===== src/rtl/bar_key_scheduler_pkg.sv =====
// Shared constants, bar index map and FSM encoding for the key-bar highlight scheduler.
// Default sizing matches the 11-bar synthesizer keyboard display.
package bar_key_scheduler_pkg;

  localparam int DEF_NUM_BARS    = 11;
  localparam int BAR_IDX_W       = 4;
  localparam int DEF_CNT_W       = 4;
  localparam int DEF_HOLD_FRAMES = 8;

  typedef logic [BAR_IDX_W-1:0] bar_idx_t;

  localparam bar_idx_t BAR_HU4 = 4'd0;
  localparam bar_idx_t BAR_HU2 = 4'd1;
  localparam bar_idx_t BAR_HU1 = 4'd2;
  localparam bar_idx_t BAR_MU6 = 4'd3;
  localparam bar_idx_t BAR_MU5 = 4'd4;
  localparam bar_idx_t BAR_MU4 = 4'd5;
  localparam bar_idx_t BAR_MU2 = 4'd6;
  localparam bar_idx_t BAR_MU1 = 4'd7;
  localparam bar_idx_t BAR_LU6 = 4'd8;
  localparam bar_idx_t BAR_LU5 = 4'd9;
  localparam bar_idx_t BAR_LU4 = 4'd10;

  typedef enum logic {
    ST_IDLE  = 1'b0,
    ST_CLEAR = 1'b1
  } sched_state_t;

  function automatic logic bar_in_range(input bar_idx_t idx, input int n);
    return int'(idx) < n;
  endfunction

endpackage


===== src/rtl/bar_key_scheduler_if.sv =====
// Request/ack, clear and display signals between note sources and the bar scheduler.
// master = requesters/display side, slave = scheduler.
interface bar_key_scheduler_if #(
  parameter int N_BARS = bar_key_scheduler_pkg::DEF_NUM_BARS
);

  logic                              frame_tick;
  logic                              kb_req;
  bar_key_scheduler_pkg::bar_idx_t   kb_bar;
  logic                              kb_ack;
  logic                              demo_en;
  logic                              demo_req;
  bar_key_scheduler_pkg::bar_idx_t   demo_bar;
  logic                              demo_ack;
  logic                              clear_req;
  logic                              busy;
  logic [N_BARS-1:0]                 bar_lit;
  logic                              note_valid;
  bar_key_scheduler_pkg::bar_idx_t   note_bar;
  logic                              bad_idx;

  modport master (
    output frame_tick, kb_req, kb_bar, demo_en, demo_req, demo_bar, clear_req,
    input  kb_ack, demo_ack, busy, bar_lit, note_valid, note_bar, bad_idx
  );

  modport slave (
    input  frame_tick, kb_req, kb_bar, demo_en, demo_req, demo_bar, clear_req,
    output kb_ack, demo_ack, busy, bar_lit, note_valid, note_bar, bad_idx
  );

endinterface


===== src/rtl/rr_arb2.sv =====
// Two-way round-robin arbiter: combinational one-hot grant, registered priority pointer.
// Pointer flips only on contention, so a lone requester never steals the next turn.
module rr_arb2 (
  input  logic       clk,
  input  logic       reset,
  input  logic [1:0] req,
  output logic [1:0] gnt
);

  logic ptr;  // 0 favours req[0], 1 favours req[1]

  always_comb begin
    gnt = 2'b00;
    case (req)
      2'b01:   gnt = 2'b01;
      2'b10:   gnt = 2'b10;
      2'b11:   gnt = ptr ? 2'b10 : 2'b01;
      default: gnt = 2'b00;
    endcase
  end

  always_ff @(posedge clk) begin
    if (reset) begin
      ptr <= 1'b0;
    end else if (req == 2'b11) begin
      ptr <= ~ptr;
    end
  end

endmodule


===== src/rtl/bar_key_scheduler.sv =====
// Grants keyboard/demo notes onto per-bar frame hold counters; bar_lit is a shadow updated only on frame_tick.
// Grant effects appear one cycle later; requests hold until ack and simply wait out a clear sequence.
module bar_key_scheduler
  import bar_key_scheduler_pkg::*;
#(
  parameter int NUM_BARS    = DEF_NUM_BARS,
  parameter int HOLD_FRAMES = DEF_HOLD_FRAMES,
  parameter int CNT_W       = DEF_CNT_W
) (
  input  logic              clk,
  input  logic              reset,
  bar_key_scheduler_if.slave bus
);

  sched_state_t         state, state_nxt;
  bar_idx_t             clr_idx, clr_idx_nxt;
  logic                 grant_ok, clr_active;

  logic [CNT_W-1:0]     cnt     [NUM_BARS];
  logic [CNT_W-1:0]     cnt_nxt [NUM_BARS];
  logic [NUM_BARS-1:0]  bar_lit_q, lit_nxt;

  logic                 kb_ack_q, demo_ack_q, note_valid_q, bad_idx_q;
  bar_idx_t             note_bar_q;

  logic                 kb_elig, demo_elig;
  logic [1:0]           arb_req, gnt;
  logic                 gnt_any, gnt_in_range, load;
  bar_idx_t             gnt_bar;

  // A source whose ack is high this cycle is mid-handshake and must not be re-granted.
  assign kb_elig   = bus.kb_req & ~kb_ack_q;
  assign demo_elig = bus.demo_req & ~demo_ack_q & bus.demo_en;

  always_comb begin
    state_nxt   = state;
    clr_idx_nxt = clr_idx;
    grant_ok    = 1'b0;
    clr_active  = 1'b0;
    case (state)
      ST_IDLE: begin
        if (bus.clear_req) begin
          state_nxt   = ST_CLEAR;
          clr_idx_nxt = '0;
        end else begin
          grant_ok = 1'b1;
        end
      end
      ST_CLEAR: begin
        clr_active = 1'b1;
        if (clr_idx == BAR_IDX_W'(NUM_BARS - 1)) begin
          state_nxt = ST_IDLE;
        end else begin
          clr_idx_nxt = clr_idx + 1'b1;
        end
      end
      default: state_nxt = ST_IDLE;
    endcase
  end

  assign arb_req = grant_ok ? {demo_elig, kb_elig} : 2'b00;

  rr_arb2 u_arb (
    .clk   (clk),
    .reset (reset),
    .req   (arb_req),
    .gnt   (gnt)
  );

  assign gnt_any      = |gnt;
  assign gnt_bar      = gnt[1] ? bus.demo_bar : bus.kb_bar;
  assign gnt_in_range = bar_in_range(gnt_bar, NUM_BARS);
  assign load         = gnt_any & gnt_in_range;

  // Priority within a bar: clear over load over frame decrement.
  always_comb begin
    lit_nxt = bar_lit_q;
    for (int i = 0; i < NUM_BARS; i++) begin
      cnt_nxt[i] = cnt[i];
      if (bus.frame_tick && (cnt[i] != '0)) begin
        cnt_nxt[i] = cnt[i] - 1'b1;
      end
      if (load && (int'(gnt_bar) == i)) begin
        cnt_nxt[i] = CNT_W'(HOLD_FRAMES);
      end
      if (clr_active && (int'(clr_idx) == i)) begin
        cnt_nxt[i] = '0;
      end
      if (bus.frame_tick) begin
        lit_nxt[i] = (cnt_nxt[i] != '0);
      end
    end
  end

  always_ff @(posedge clk) begin
    if (reset) begin
      state        <= ST_IDLE;
      clr_idx      <= '0;
      bar_lit_q    <= '0;
      kb_ack_q     <= 1'b0;
      demo_ack_q   <= 1'b0;
      note_valid_q <= 1'b0;
      bad_idx_q    <= 1'b0;
      note_bar_q   <= '0;
      for (int i = 0; i < NUM_BARS; i++) begin
        cnt[i] <= '0;
      end
    end else begin
      state        <= state_nxt;
      clr_idx      <= clr_idx_nxt;
      bar_lit_q    <= lit_nxt;
      kb_ack_q     <= gnt[0];
      demo_ack_q   <= gnt[1];
      note_valid_q <= load;
      bad_idx_q    <= gnt_any & ~gnt_in_range;
      if (load) begin
        note_bar_q <= gnt_bar;
      end
      for (int i = 0; i < NUM_BARS; i++) begin
        cnt[i] <= cnt_nxt[i];
      end
    end
  end

  assign bus.kb_ack     = kb_ack_q;
  assign bus.demo_ack   = demo_ack_q;
  assign bus.busy       = (state == ST_CLEAR);
  assign bus.bar_lit    = bar_lit_q;
  assign bus.note_valid = note_valid_q;
  assign bus.note_bar   = note_bar_q;
  assign bus.bad_idx    = bad_idx_q;

endmodule


===== src/flat_wrapper.sv =====
// flat-port wrapper written by rule: the top's interface ports become plain ports
module bar_key_scheduler_flat import bar_key_scheduler_pkg::*;
#(
  parameter int NUM_BARS    = DEF_NUM_BARS,
  parameter int HOLD_FRAMES = DEF_HOLD_FRAMES,
  parameter int CNT_W       = DEF_CNT_W
)
  (clk, reset, bus_frame_tick, bus_kb_req, bus_kb_bar, bus_demo_en, bus_demo_req, bus_demo_bar, bus_clear_req, bus_kb_ack, bus_demo_ack, bus_busy, bus_bar_lit, bus_note_valid, bus_note_bar, bus_bad_idx);
  bar_key_scheduler_if #(.N_BARS((DEF_NUM_BARS))) bus_i ();
  input  logic clk;
  input  logic reset;
  input wire logic [$bits(bus_i.frame_tick)-1:0] bus_frame_tick;
  input wire logic [$bits(bus_i.kb_req)-1:0] bus_kb_req;
  input wire logic [$bits(bus_i.kb_bar)-1:0] bus_kb_bar;
  input wire logic [$bits(bus_i.demo_en)-1:0] bus_demo_en;
  input wire logic [$bits(bus_i.demo_req)-1:0] bus_demo_req;
  input wire logic [$bits(bus_i.demo_bar)-1:0] bus_demo_bar;
  input wire logic [$bits(bus_i.clear_req)-1:0] bus_clear_req;
  output wire logic [$bits(bus_i.kb_ack)-1:0] bus_kb_ack;
  output wire logic [$bits(bus_i.demo_ack)-1:0] bus_demo_ack;
  output wire logic [$bits(bus_i.busy)-1:0] bus_busy;
  output wire logic [$bits(bus_i.bar_lit)-1:0] bus_bar_lit;
  output wire logic [$bits(bus_i.note_valid)-1:0] bus_note_valid;
  output wire logic [$bits(bus_i.note_bar)-1:0] bus_note_bar;
  output wire logic [$bits(bus_i.bad_idx)-1:0] bus_bad_idx;
  assign bus_i.frame_tick = bus_frame_tick;
  assign bus_i.kb_req = bus_kb_req;
  assign bus_i.kb_bar = bus_kb_bar;
  assign bus_i.demo_en = bus_demo_en;
  assign bus_i.demo_req = bus_demo_req;
  assign bus_i.demo_bar = bus_demo_bar;
  assign bus_i.clear_req = bus_clear_req;
  assign bus_kb_ack = bus_i.kb_ack;
  assign bus_demo_ack = bus_i.demo_ack;
  assign bus_busy = bus_i.busy;
  assign bus_bar_lit = bus_i.bar_lit;
  assign bus_note_valid = bus_i.note_valid;
  assign bus_note_bar = bus_i.note_bar;
  assign bus_bad_idx = bus_i.bad_idx;
  bar_key_scheduler #(.NUM_BARS(NUM_BARS), .HOLD_FRAMES(HOLD_FRAMES), .CNT_W(CNT_W)) u_core (.clk(clk), .reset(reset), .bus(bus_i));
endmodule

===== config.mk =====
export PLATFORM = sky130hd
export DESIGN_NAME = bar_key_scheduler_flat
export DESIGN_NICKNAME = d
export VERILOG_FILES = /design/src/rtl/bar_key_scheduler_pkg.sv /design/src/rtl/bar_key_scheduler_if.sv /design/src/rtl/rr_arb2.sv /design/src/rtl/bar_key_scheduler.sv /design/src/flat_wrapper.sv
export SDC_FILE = /design/constraint.sdc
export NUM_CORES = 1
export LEC_CHECK = 0
export ABC_AREA = 1
export ABC_CLOCK_PERIOD_IN_PS = 4000
export BUFFER_PORTS_ARGS = -buffer_cell sky130_fd_sc_hd__buf_2
export CORE_MARGIN = 10
export CORE_UTILIZATION = 64
export DETAILED_ROUTE_END_ITERATION = 6
export PLACE_DENSITY = 0.92
export SETUP_SLACK_MARGIN = 0.15
export SYNTH_ARGS = -nofsm -noshare
export SYNTH_HDL_FRONTEND = slang
export SYNTH_HIERARCHICAL = 1
export SYNTH_SLANG_ARGS = --single-unit

===== constraint.sdc =====
create_clock -name clk -period 4 [get_ports clk]
set_clock_uncertainty 0.15 [all_clocks]
set_input_delay 0.8 -clock clk [delete_from_list [all_inputs] [get_ports clk]]
set_output_delay 0.8 -clock clk [all_outputs]
set_load 0.02 [all_outputs]

==> impl_metrics.prom <==
# TYPE chip_impl_metric gauge
chip_impl_metric{name="yosysWarnings",unit=""} 6
chip_impl_info{name="hold_class",value="flop to flop"} 1
chip_impl_metric{name="crit_arrival",unit="ns"} 3.28
chip_impl_metric{name="report.final.hold_viol_count",unit=""} 0
chip_impl_metric{name="routed-via-count",unit=""} 4101
chip_impl_info{name="critical_path.cell_chain",value="buf_2, nor4_1, nand3_1, nand2_1, inv_2, nand2_1, nand2_2, nor2_1, nand4_1, nand3_1, nand3_1, nor2_1, nor2_1"} 1
chip_impl_metric{name="drt-pass1-iter-count",unit=""} 5
chip_impl_metric{name="post_cts_buffers",unit=""} 0
chip_impl_metric{name="power.total",unit="µW"} 2700
chip_impl_metric{name="die-area",unit="mm²"} 0.00968
chip_impl_metric{name="route.detailed.drc",unit=""} 0
chip_impl_metric{name="instances_no_fill",unit=""} 732
chip_impl_metric{name="finalWorstPathRequiredPeriod",unit="ns"} 3.18
chip_impl_metric{name="syn_nets",unit=""} 653
chip_impl_metric{name="numPlacedInstances",unit=""} 716
chip_impl_metric{name="yosysSeqAreaShare",unit=""} 0.351
chip_impl_metric{name="first_pass_grt_wire_length",unit="µm"} 16500
chip_impl_metric{name="num_antenna_cells",unit=""} 0
chip_impl_metric{name="count_of_final_max_slew_check_failures",unit=""} 0
chip_impl_metric{name="placementRows",unit=""} 28
chip_impl_metric{name="fmax",unit="GHz"} 0.314
chip_impl_metric{name="post_dr_vias_cell",unit=""} 5.60
chip_impl_metric{name="leakagePower",unit="µW"} 0.00214
chip_impl_metric{name="die-height",unit="µm"} 98.4
chip_impl_metric{name="final_report_setup_violation_count",unit=""} 0
chip_impl_metric{name="start_util",unit=""} 0.660
chip_impl_info{name="critical-path-slowest-cell",value="nor4_1"} 1
chip_impl_metric{name="detail_route.wl_per_cell",unit="µm"} 13.3
chip_impl_metric{name="die_w",unit="µm"} 98.4
chip_impl_info{name="worst_path_dominant_cell_family",value="simple AND/OR/NAND/NOR gates"} 1
chip_impl_info{name="most_common_cell_after_layout_fill_and_taps_aside",value="nand2_1"} 1
chip_impl_metric{name="utilization",unit=""} 0.723
chip_impl_metric{name="vias_in_the_first_global_route",unit=""} 3902
chip_impl_metric{name="max_cap_violations",unit=""} 0
chip_impl_metric{name="critical_path_required",unit="ns"} 4.10
chip_impl_metric{name="core-area",unit="mm²"} 0.00596
chip_impl_metric{name="port_buffers",unit=""} 34
chip_impl_metric{name="critical_path.max_fanout",unit=""} 11
chip_impl_metric{name="yosys.cell_types.count",unit=""} 23
chip_impl_metric{name="pin_count_of_the_biggest_net_entering_global_routing",unit=""} 57
chip_impl_metric{name="global_route.overflow_total",unit=""} 0
chip_impl_metric{name="pwr_density_cell",unit="mW/mm²"} 628
chip_impl_metric{name="drtAntennaViolNets",unit=""} 0
chip_impl_metric{name="syn-cell-area",unit="mm²"} 0.00393
chip_impl_metric{name="finish.net_count",unit=""} 682
chip_impl_info{name="dominantRegCellSynth",value="dfxtp_1"} 1
chip_impl_metric{name="timing.max_slew.rel_slack",unit=""} 0.612
chip_impl_metric{name="synth_edf_count",unit=""} 0
chip_impl_metric{name="synth_area_per_cell",unit="µm²"} 6.31
chip_impl_metric{name="post_cts_resize_count",unit=""} 0
chip_impl_metric{name="h-tree-depth",unit=""} 3
chip_impl_metric{name="power.ir.vdd_worst",unit="µV"} 545
chip_impl_info{name="worstSetupPathType",value="input port to flop"} 1
chip_impl_metric{name="cts_sinks",unit=""} 69
chip_impl_metric{name="slowest_delay",unit="ns"} 0.53
chip_impl_info{name="critical_path.startpoint_type",value="input port"} 1
chip_impl_metric{name="hold_slack",unit="ns"} 0.324
chip_impl_metric{name="hpwl",unit="µm"} 6880
chip_impl_metric{name="top_level_ports",unit=""} 35
chip_impl_metric{name="wl",unit="µm"} 9710
chip_impl_metric{name="globalplace.congestion",unit=""} 0.889
chip_impl_metric{name="final_min_period_over_clock_period",unit=""} 0.796
chip_impl_metric{name="cp_num_buf_inv",unit=""} 2
chip_impl_info{name="most-common-layout-cells",value="nand2_1, nor2_1, dfxtp_1"} 1
chip_impl_metric{name="post_route_cells_drive_above_1_share",unit=""} 0.114
chip_impl_info{name="critPathCaptureType",value="flop"} 1
chip_impl_metric{name="areaGrowthSynthToFinish",unit="%"} 9.58
chip_impl_info{name="tritoncts_clock_tree",value="done"} 1
chip_impl_info{name="clockRootBuffer",value="clkbuf_8"} 1
chip_impl_info{name="status",value="completed"} 1
chip_impl_metric{name="tightest_pin_transition",unit="ns"} 0.577
chip_impl_metric{name="cts_made_buffers",unit=""} 9
chip_impl_metric{name="antenna_found_initial",unit=""} 0
chip_impl_metric{name="clkTransAtPathRegs",unit="ns"} 0.07
chip_impl_metric{name="drt_iter0_markers",unit=""} 333
chip_impl_metric{name="max-clock-path-buffers",unit=""} 2
chip_impl_metric{name="finalSetupTns",unit="ns"} 0
chip_impl_metric{name="post_cts_hold_buffer_count",unit=""} 0
chip_impl_metric{name="clkLatencyLatePin",unit="ns"} 0.35
chip_impl_metric{name="share_of_flip_flops_with_an_asynchronous_set_or_reset_after_synthesis",unit=""} 0
chip_impl_info{name="rsz_0062_raised_after_global_routing",value="no"} 1
chip_impl_metric{name="syn-instance-count",unit=""} 623
chip_impl_metric{name="synthesis_stage_register_bit_count",unit=""} 69
chip_impl_metric{name="grt_usage",unit=""} 0.199
[registers in the layout, summed over array words and instances, names as in the netlist]
| register | cells |
|---|---|
| u_core/bus.bad_idx | 1 |
| u_core/bus.bar_lit | 11 |
| u_core/bus.busy | 1 |
| u_core/bus.demo_ack | 1 |
| u_core/bus.kb_ack | 1 |
| u_core/bus.note_bar | 4 |
| u_core/bus.note_valid | 1 |
| u_core/clr_idx | 4 |
| u_core/cnt | 44 |
| u_core/u_arb/ptr | 1 |
[path summary, 6_finish.rpt]
kind,startpoint,end,slack (ns),depth (start not counted)
worst max-delay path,bus_clear_req,u_core/bus.bar_lit[6],0.82,13
worst min-delay path,u_core/bus.note_bar[0],u_core/bus.note_bar[0],0.32,2
worst max register to register,u_core/bus.busy,u_core/bus.bar_lit[6],0.89,12
worst min register to register,u_core/bus.note_bar[0],u_core/bus.note_bar[0],0.32,2
[logic make-up after synthesis]
kind of cell | Yosys count | synth area share
simple gates | 370 | 0.402
buf+inv | 86 | 0.0885
compound gates | 80 | 0.104
flops | 69 | 0.351
fa+ha+maj | 15 | 0.0477
xor+xnor | 3 | 0.00668
[power by group]
| group | internal [µW] | switching, µW | total [µW] |
|---|---|---|---|
| clock | 284 | 269 | 553 |
| combinational | 430 | 768 | 1200 |
| sequential | 849 | 104 | 954 |
[metrics by stage]
| stage | setup WS (ns) | cell area [µm²] |
|---|---|---|
| 2_1_floorplan | 1.35 | 3930 |
| 3_3_place_gp | 0.746 | 4120 |
| 3_5_place_dp | 0.624 | 4120 |
| 4_1_cts | 0.939 | 4310 |
| 5_1_grt | 0.495 | 4310 |
| 6_report | 0.816 | 4310 |
[per-layer routing]
layer / GRT usage / up-vias / routed length, µm
met4: 0.0838 / 0 / 177
met2: 0.346 / 191 / 4710
met5: 0 / - / 0
met3: 0.0521 / 16 / 850
met1: 0.223 / 1853 / 3970
li1: - / 2041 / -
[area by class of cell]
class,count,area [µm²]
clock buffers,9,124
inverters,68,255
multi-input cells,468,2200
flip-flops and latches,69,1380
well taps,75,93.8
repair buffers,36,185
fillers,485,1650
clock inverters,7,66.3
[worst register-to-register path, stage by stage (launching register included)]
cell     delay [ns]
dfxtp_1        0.43
nor4_1         0.59
nand3_1        0.17
nand2_1        0.42
inv_2          0.17
nand2_1        0.11
nand2_2        0.09
nor2_1         0.18
nand4_1        0.23
nand3_1        0.20
nand3_1        0.12
nor2_1         0.12
nor2_1         0.05
[cell usage after synthesis, types with 5 or more instances]
cell / n / share of area
nor2_1: 126 / 0.12
nor3_1: 8 / 0.010
nand3_2: 6 / 0.015
o21ai_0: 60 / 0.076
nand4_1: 7 / 0.011
buf_2: 5 / 0.0064
inv_1: 67 / 0.064
a21oi_1: 17 / 0.022
nand3_1: 55 / 0.070
nand2_1: 151 / 0.14
nand2_2: 11 / 0.018
ha_1: 15 / 0.048
dfxtp_1: 69 / 0.35
clkbuf_1: 8 / 0.0076
Note: power is estimated with default switching activity, not from simulation.
